**src/rtl/reg_file_pkg.sv**
```systemverilog
// reg_file_pkg: shared core constants for the register file, decoder and result mux
package reg_file_pkg;
  localparam int XLEN = 32;
  localparam int NREGS = 32;
  localparam int REG_AW = $clog2(NREGS);
  localparam int ZERO_REG = 0;
endpackage

```
**src/rtl/reg_file_if.sv**
```systemverilog
// reg_file_if: write-back, read-port and debug signals between the core and the register file
interface reg_file_if #(
  parameter int XLEN = reg_file_pkg::XLEN,
  parameter int NREGS = reg_file_pkg::NREGS,
  parameter int WCNT_W = 32
);
  localparam int AW = $clog2(NREGS);
  logic WE3;
  logic [AW-1:0] A3;
  logic [XLEN-1:0] WD3;
  logic [AW-1:0] A1;
  logic [AW-1:0] A2;
  logic [AW-1:0] ADbg;
  logic [XLEN-1:0] RD1;
  logic [XLEN-1:0] RD2;
  logic [XLEN-1:0] RDDbg;
  logic [WCNT_W-1:0] WriteCount;
  modport master (
    output WE3, A3, WD3, A1, A2, ADbg,
    input RD1, RD2, RDDbg, WriteCount
  );
  modport slave (
    input WE3, A3, WD3, A1, A2, ADbg,
    output RD1, RD2, RDDbg, WriteCount
  );
endinterface

```
**src/rtl/reg_read_port.sv**
```systemverilog
// reg_read_port: combinational register read with x0 forcing; REG_FILE_BYPASS_EN adds write-data forwarding
module reg_read_port #(
  parameter int XLEN = reg_file_pkg::XLEN,
  parameter int NREGS = reg_file_pkg::NREGS,
  localparam int AW = $clog2(NREGS)
) (
  input logic reset,
  input logic [XLEN-1:0] regs [NREGS],
`ifdef REG_FILE_BYPASS_EN
  input logic we,
  input logic [AW-1:0] wa,
  input logic [XLEN-1:0] wd,
`endif
  input logic [AW-1:0] addr,
  output logic [XLEN-1:0] rd
);
  import reg_file_pkg::*;
  logic zero;
  assign zero = reset || addr == AW'(ZERO_REG);
`ifdef REG_FILE_BYPASS_EN
  assign rd = zero ? '0 : (we && wa == addr) ? wd : regs[addr];
`else
  assign rd = zero ? '0 : regs[addr];
`endif
endmodule

```
**src/rtl/reg_file.sv**
```systemverilog
// reg_file: NREGS x XLEN register file, two read ports plus debug port, commit counter; optional REG_FILE_BYPASS_EN
module reg_file #(
  parameter int XLEN = reg_file_pkg::XLEN,
  parameter int NREGS = reg_file_pkg::NREGS,
  parameter int WCNT_W = 32
) (
  input logic clk,
  input logic reset,
  reg_file_if.slave bus
);
  import reg_file_pkg::*;
  localparam int AW = $clog2(NREGS);
  logic [XLEN-1:0] regs [NREGS];
  logic [WCNT_W-1:0] wcnt;
  logic commit;
  assign commit = bus.WE3 && bus.A3 != AW'(ZERO_REG);
  assign bus.WriteCount = wcnt;
  // register storage and commit counter; x0 is never written so it stays zero
  always_ff @(posedge clk or posedge reset) begin
    if (reset) begin
      for (int i = 0; i < NREGS; i++) regs[i] <= '0;
      wcnt <= '0;
    end else if (commit) begin
      regs[bus.A3] <= bus.WD3;
      wcnt <= wcnt + WCNT_W'(1);
    end
  end
  reg_read_port #(.XLEN(XLEN), .NREGS(NREGS)) u_rd1 (
    .reset(reset),
    .regs(regs),
`ifdef REG_FILE_BYPASS_EN
    .we(bus.WE3),
    .wa(bus.A3),
    .wd(bus.WD3),
`endif
    .addr(bus.A1),
    .rd(bus.RD1)
  );
  reg_read_port #(.XLEN(XLEN), .NREGS(NREGS)) u_rd2 (
    .reset(reset),
    .regs(regs),
`ifdef REG_FILE_BYPASS_EN
    .we(bus.WE3),
    .wa(bus.A3),
    .wd(bus.WD3),
`endif
    .addr(bus.A2),
    .rd(bus.RD2)
  );
  reg_read_port #(.XLEN(XLEN), .NREGS(NREGS)) u_rdd (
    .reset(reset),
    .regs(regs),
`ifdef REG_FILE_BYPASS_EN
    .we(bus.WE3),
    .wa(bus.A3),
    .wd(bus.WD3),
`endif
    .addr(bus.ADbg),
    .rd(bus.RDDbg)
  );
endmodule

```
**src/flat_wrapper.sv**
```systemverilog
// flat-port wrapper written by rule: the top's interface ports become plain ports
module reg_file_flat import reg_file_pkg::*;
#(
  parameter int XLEN = reg_file_pkg::XLEN,
  parameter int NREGS = reg_file_pkg::NREGS,
  parameter int WCNT_W = 32
)
  (clk, reset, bus_WE3, bus_A3, bus_WD3, bus_A1, bus_A2, bus_ADbg, bus_RD1, bus_RD2, bus_RDDbg, bus_WriteCount);
  reg_file_if #(.XLEN(XLEN), .NREGS(NREGS), .WCNT_W(WCNT_W)) bus_i ();
  input logic clk;
  input logic reset;
  input wire logic [$bits(bus_i.WE3)-1:0] bus_WE3;
  input wire logic [$bits(bus_i.A3)-1:0] bus_A3;
  input wire logic [$bits(bus_i.WD3)-1:0] bus_WD3;
  input wire logic [$bits(bus_i.A1)-1:0] bus_A1;
  input wire logic [$bits(bus_i.A2)-1:0] bus_A2;
  input wire logic [$bits(bus_i.ADbg)-1:0] bus_ADbg;
  output wire logic [$bits(bus_i.RD1)-1:0] bus_RD1;
  output wire logic [$bits(bus_i.RD2)-1:0] bus_RD2;
  output wire logic [$bits(bus_i.RDDbg)-1:0] bus_RDDbg;
  output wire logic [$bits(bus_i.WriteCount)-1:0] bus_WriteCount;
  assign bus_i.WE3 = bus_WE3;
  assign bus_i.A3 = bus_A3;
  assign bus_i.WD3 = bus_WD3;
  assign bus_i.A1 = bus_A1;
  assign bus_i.A2 = bus_A2;
  assign bus_i.ADbg = bus_ADbg;
  assign bus_RD1 = bus_i.RD1;
  assign bus_RD2 = bus_i.RD2;
  assign bus_RDDbg = bus_i.RDDbg;
  assign bus_WriteCount = bus_i.WriteCount;
  reg_file #(.XLEN(XLEN), .NREGS(NREGS), .WCNT_W(WCNT_W)) u_core (.clk(clk), .reset(reset), .bus(bus_i));
endmodule
```
**config.mk**
```make
export PLATFORM = sky130hd
export DESIGN_NAME = reg_file_flat
export DESIGN_NICKNAME = d
export VERILOG_FILES = /design/src/rtl/reg_file_pkg.sv /design/src/rtl/reg_file_if.sv /design/src/rtl/reg_read_port.sv /design/src/rtl/reg_file.sv /design/src/flat_wrapper.sv
export SDC_FILE = /design/constraint.sdc
export NUM_CORES = 2
export LEC_CHECK = 0
export CORE_UTILIZATION = 45
export DETAILED_ROUTE_END_ITERATION = 8
export GPL_ROUTABILITY_DRIVEN = 0
export HOLD_SLACK_MARGIN = 0.06
export PLACE_DENSITY = 0.66
export SLEW_MARGIN = 20
export SYNTH_ARGS = -nofsm -noshare
export SYNTH_HDL_FRONTEND = slang
export SYNTH_SLANG_ARGS = --single-unit
```
**constraint.sdc**
```tcl
create_clock -name clk -period 67.7 [get_ports clk]
set_input_delay 6.77 -clock clk [delete_from_list [all_inputs] [get_ports clk]]
set_output_delay 6.77 -clock clk [all_outputs]
set_load 0.01 [all_outputs]
```
# == After elaboration in Yosys (flattened, before gate mapping) ==
# Index checks and enable logic that the tools add are counted.
# totals
latchBits,0
mem_bits_rw,0
mem_count,0
out_inout_bits,128
inputBits,55
ff_bits,1056
romBits,0
elab_cells,67
# classes
n_bitwise,4
n_lt_le_gt_ge,5
n_addsub,1
eq_ne,0
n_div,0
mux,15
n_reduce_logical,9
shifts,0
n_mul,0
# ops
op,n
1024-bit bitwise mux,1
32-bit binary-select mux with 5-bit select,3
32-bit two-way mux,10
32-bit demux with 5-bit select,1
"32-bit by 1-bit adder with 32-bit output, second input constant",1
"6-bit >= comparator, second input constant",4
5-bit inverter with 6-bit output,4
5-bit zero test,3
"6-bit by 1-bit < comparator with 1-bit output, second input constant",1
5-bit nonzero test,1
1-bit logical OR,3
1-bit logical AND,2

# == Depth between registers and ports, before layout ==
# depth
word_depth,6
depth_mapped,9
ltp_nobuf,6

# == Hierarchy ==
# From an unflattened synthesis, not the netlist that was laid out.
# unflattened
hier_cells,4941
area_unflattened_um2,65023.6
# by_module_without_submodules
mod,cells_each,seq_area_each_um2,n_inst,area_per_inst_um2
reg_file,2433,26425.3,1,39739.4
reg_read_port,836,0.0,3,8428.1

# == Worst setup path after synthesis ==
# OpenSTA, ideal clock, no wires.
# synth_timing
path_type,input-to-output
startpoint,input port reset
endpoint,output port bus_RD1[10]
slack_ns,26.390
arrival_ns,34.540
path_stages,6
path_cell_list,buf_2 > inv_1 > nand3b_1 > a2111oi_0 > a221oi_1 > nand3_1
# synth_between
elab_chain_len,2
# synth_lines
element,line,source
from (decl),flat_wrapper.sv:11,input logic reset;
1-bit logical OR,reg_read_port.sv:19,assign zero = reset || addr == AW'(ZERO_REG);
32-bit two-way mux,reg_read_port.sv:23,assign rd = zero ? '0 : regs[addr];
to (decl),flat_wrapper.sv:18,output wire logic [$bits(bus_i.RD1)-1:0] bus_RD1;
# No other way between the ends.

# == Worst setup path after layout ==
# layout_timing
startpoint,input port bus_A1[2]
endpoint,output port bus_RD1[31]
# layout_between
elab_chain_len,5
# layout_lines
element,line,source
from (decl),flat_wrapper.sv:15,input wire logic [$bits(bus_i.A1)-1:0] bus_A1;
5-bit inverter with 6-bit output (implied by the code),reg_read_port.sv:23,
32-bit binary-select mux with 5-bit select,reg_read_port.sv:23,
32-bit two-way mux (implied by the code) (2 in a row),reg_read_port.sv:23,
32-bit two-way mux *,reg_read_port.sv:23,
# Mark *: on every way between the ends. The rest lies on a longest branch, timed or not. The select of a mux whose other input is x is not followed.

==> flow_summary.toml <==
[status]
outcome = "finished, final reports clean"

[placement]
post-place-ws_ns = 49.26
hpwl_um = 136000
portBuffers = 182

[die]
io_pins = 183
initial_core_util = 0.453
rows = 138
die_area_sq_mm = 0.144
core_sq_mm = 0.141
die_h_um = 379
fp.dieW_um = 379

[worst_setup_path]
cpMaxStageDelayCell = "buf_4"
worstSetupStartpoint = "bus_A1[2]"
worst_path_dominant_cell_family = "buffers and inverters"
cp_num_buf_inv = 5
crit_required_ns = 60.93
cpMostUsedCell = "buf_4"
crit_chain = "buf_8, buf_4, buf_4, nor2_1, nor3b_4, buf_4, a221oi_1, o211ai_1, clkdlybuf4s50_1"
start_kind = "input pin"
timing.critical_path.slowest_cell_delay_ns = 0.84
critPathArrivalTime_ns = 11.99
r2r_start = "u_core.bus.WriteCount[10]"
endpoint_kind = "primary output"
cp_max_fo = 83
worstSetupPathType = "in -> out"

[route]
ant_nets = 0
dr.pass1.iters = 6
routedWlPerCell_um = 34.0
vias = 48100
wl_um = 236000
drt_iter0_markers = 6656
vias_per_cell = 6.94
drc = 0

[sta]
fmaxAchievable_mhz = 53.3
final.setup.tns_ns = 0
fin_crit_sh = 0.277
skew_ns = 0.00563
hold_violations = 0
max_slew.worst_pin.slew_ns = 1.23
final.setup.worst_slack_ns = 48.94
finalSetupViolCount = 0
rsz0062_at_grt = "no"
final.min_clock_period_ns = 18.76
slew_headroom = 0.179
slew_violations = 0

[pwr]
p_comb_frac = 0.220
max-vdd-ir-drop_mv = 0.0241
swShare = 0.298
p_per_area_mw_per_mm2 = 28.1
pwr-share-clk = 0.348
p_seq_frac = 0.432
p_sw_uw = 598
intPower_uw = 1410
p_leak_uw = 0.0306

[cts]
cts_made_buffers = 120
clk_pin_slew_worst_paths_ns = 0.06
post-cts-setup-buffers = 0
clock-sinks = 1056
hold_buffers = 0
cts_tree = "built"
insertion_delay_ns = 0.75
h-tree-depth = 3
cts-root-buf = "clkbuf_16"
clockBufferDepth = 3
cts.repair.resized = 0

[hold_path]
hp-class = "reg -> reg"
min_from = "u_core.regs[996]"

[layout]
final_nets = 4992
area_growth_pct = 11.4
fill_cells = 12100
drive_gt1_frac = 0.361

[global_route]
grt_pass1_vias = 46900
antenna_found_initial = 9
grt_pass1_wl_um = 338000
grt_max_degree = 167
overflow = 0
grt_use_total = 0.325

[synth]
synth-main-ff-cell = "dfrtp_1"
ys_types = 48
syn_area_sq_mm = 0.0641
synth_edf_count = 0
synth-seq-cells = 1056
async_reset_ff_frac = 1.00
yosys_warnings = 0
ys_seq_area_frac = 0.412
syn_nets = 5129
netlist_instances = 5073
syn_area_per_cell_sq_um = 12.6

[flow_run]
cap_violations = 0
[sequential cells by signal, summed over array words and instances, names as in the netlist]
register	cells
u_core.regs	1024
u_core.bus.WriteCount	32
[cell type report]
class                   count  area [sq um]  area share
diodes                      6          15.0    0.000210
clock buffers             181          3630      0.0509
clock inverters            42           589     0.00826
inverters                   4          22.5    0.000316
multi-input cells        3450         35600       0.498
flip-flops and latches   1056         26400       0.370
well taps                1890          2360      0.0331
repair buffers            304          2750      0.0385
[placed cells by master, fill, tap and decap left out, drive strengths merged, types with 30 or more instances in the layout]
| cell | instances |
|---|---|
| nand2 | 65 |
| a211oi | 86 |
| nand3 | 207 |
| dfrtp | 1056 |
| mux2i | 687 |
| nand4 | 85 |
| mux4 | 356 |
| nor2 | 30 |
| clkbuf | 181 |
| mux2 | 1044 |
| a21oi | 191 |
| buf | 148 |
| a22oi | 314 |
| nor2b | 187 |
| clkdlybuf4s50 | 156 |
[cells by family (layout without fill, tap and decap cells)]
logic type | after synthesis | count (layout) | synth area share
buffers and inverters | 567 | 531 | 0.0379
AND/OR/NAND/NOR | 637 | 637 | 0.0555
adder cells (fa/ha/maj) | 1 | 1 | 0.000195
AO/OA/AOI/OAI | 694 | 694 | 0.0742
other | 0 | 6 | 0
XOR/XNOR | 31 | 31 | 0.00424
flip-flops | 1056 | 1056 | 0.412
multiplexers | 2087 | 2087 | 0.416
[cells in the mapped netlist (all sizes together) (2+ instances only)]
cell     number  share of area
mux4        356           0.13
buf         283          0.021
nor2         30         0.0018
nor3          6        0.00055
a221oi       21         0.0029
nand3b        6        0.00070
o31ai         2        0.00045
xnor2        27         0.0037
a21oi       191          0.015
mux2i       687           0.11
mux2       1044           0.18
nand2        65         0.0038
o22ai        20         0.0020
nand3       207          0.016
a22oi       314          0.037
o211ai       14         0.0016
a211oi       86          0.010
a2111oi      20         0.0027
or3           2        0.00027
xor2          4        0.00055
dfrtp      1056           0.41
nand2b        3        0.00029
nor2b       187          0.018
nand4        85         0.0083
and2          8        0.00078
a31oi        23         0.0022
clkbuf      280          0.016
nor3b         8        0.00094
and3         19         0.0019
nand4b        2        0.00027
and4          5        0.00068
inv           4        0.00023
[power groups by stage]
stage	registers, uW	logic, uW	clock network [uW]
3_5_place_dp	871	436	0
5_1_grt	883	469	730
4_1_cts	860	438	704
2_1_floorplan	839	334	0
3_3_place_gp	862	428	0
6_report	867	442	699
[per-stage QoR]
| stage | utilization | instance area, sq um | instances | power (uW) | hold slack (ns) |
|---|---|---|---|---|---|
| 2_1_floorplan | - | 64100 | 5073 | 1170 | 0.458 |
| 3_3_place_gp | 0.475 | 67200 | 6704 | 1290 | 0.393 |
| 3_5_place_dp | 0.475 | 67200 | 6704 | 1310 | 0.403 |
| 4_1_cts | 0.505 | 71400 | 6927 | 2000 | 0.416 |
| 5_1_grt | 0.505 | 71400 | 6928 | 2080 | 0.429 |
| 6_report | 0.505 | 71400 | 6933 | 2010 | 0.415 |
[metal layers]
metal	vias to the layer above	global-route usage	wire length, um
met5	-	0	78
met4	12	0.159	12300
met3	672	0.100	27800
met2	3086	0.468	102000
met1	25100	0.444	93900
li1	19300	-	-
[final timing paths]
| kind | slack [ns] | depth (start not counted) | to |
|---|---|---|---|
| setup / recovery | 48.94 | 9 | bus_RD1[31] |
| hold / removal | 0.42 | 0 | u_core.regs[996] |
| setup reg to reg | 65.63 | 5 | u_core.bus.WriteCount[31] |
| hold reg to reg | 0.42 | 0 | u_core.regs[996] |
| max in group asynchronous | 57.77 | 5 | u_core.regs[656] |
| min in group asynchronous | 7.08 | 2 | u_core.regs[485] |
Power figures use the tool's default switching activity.
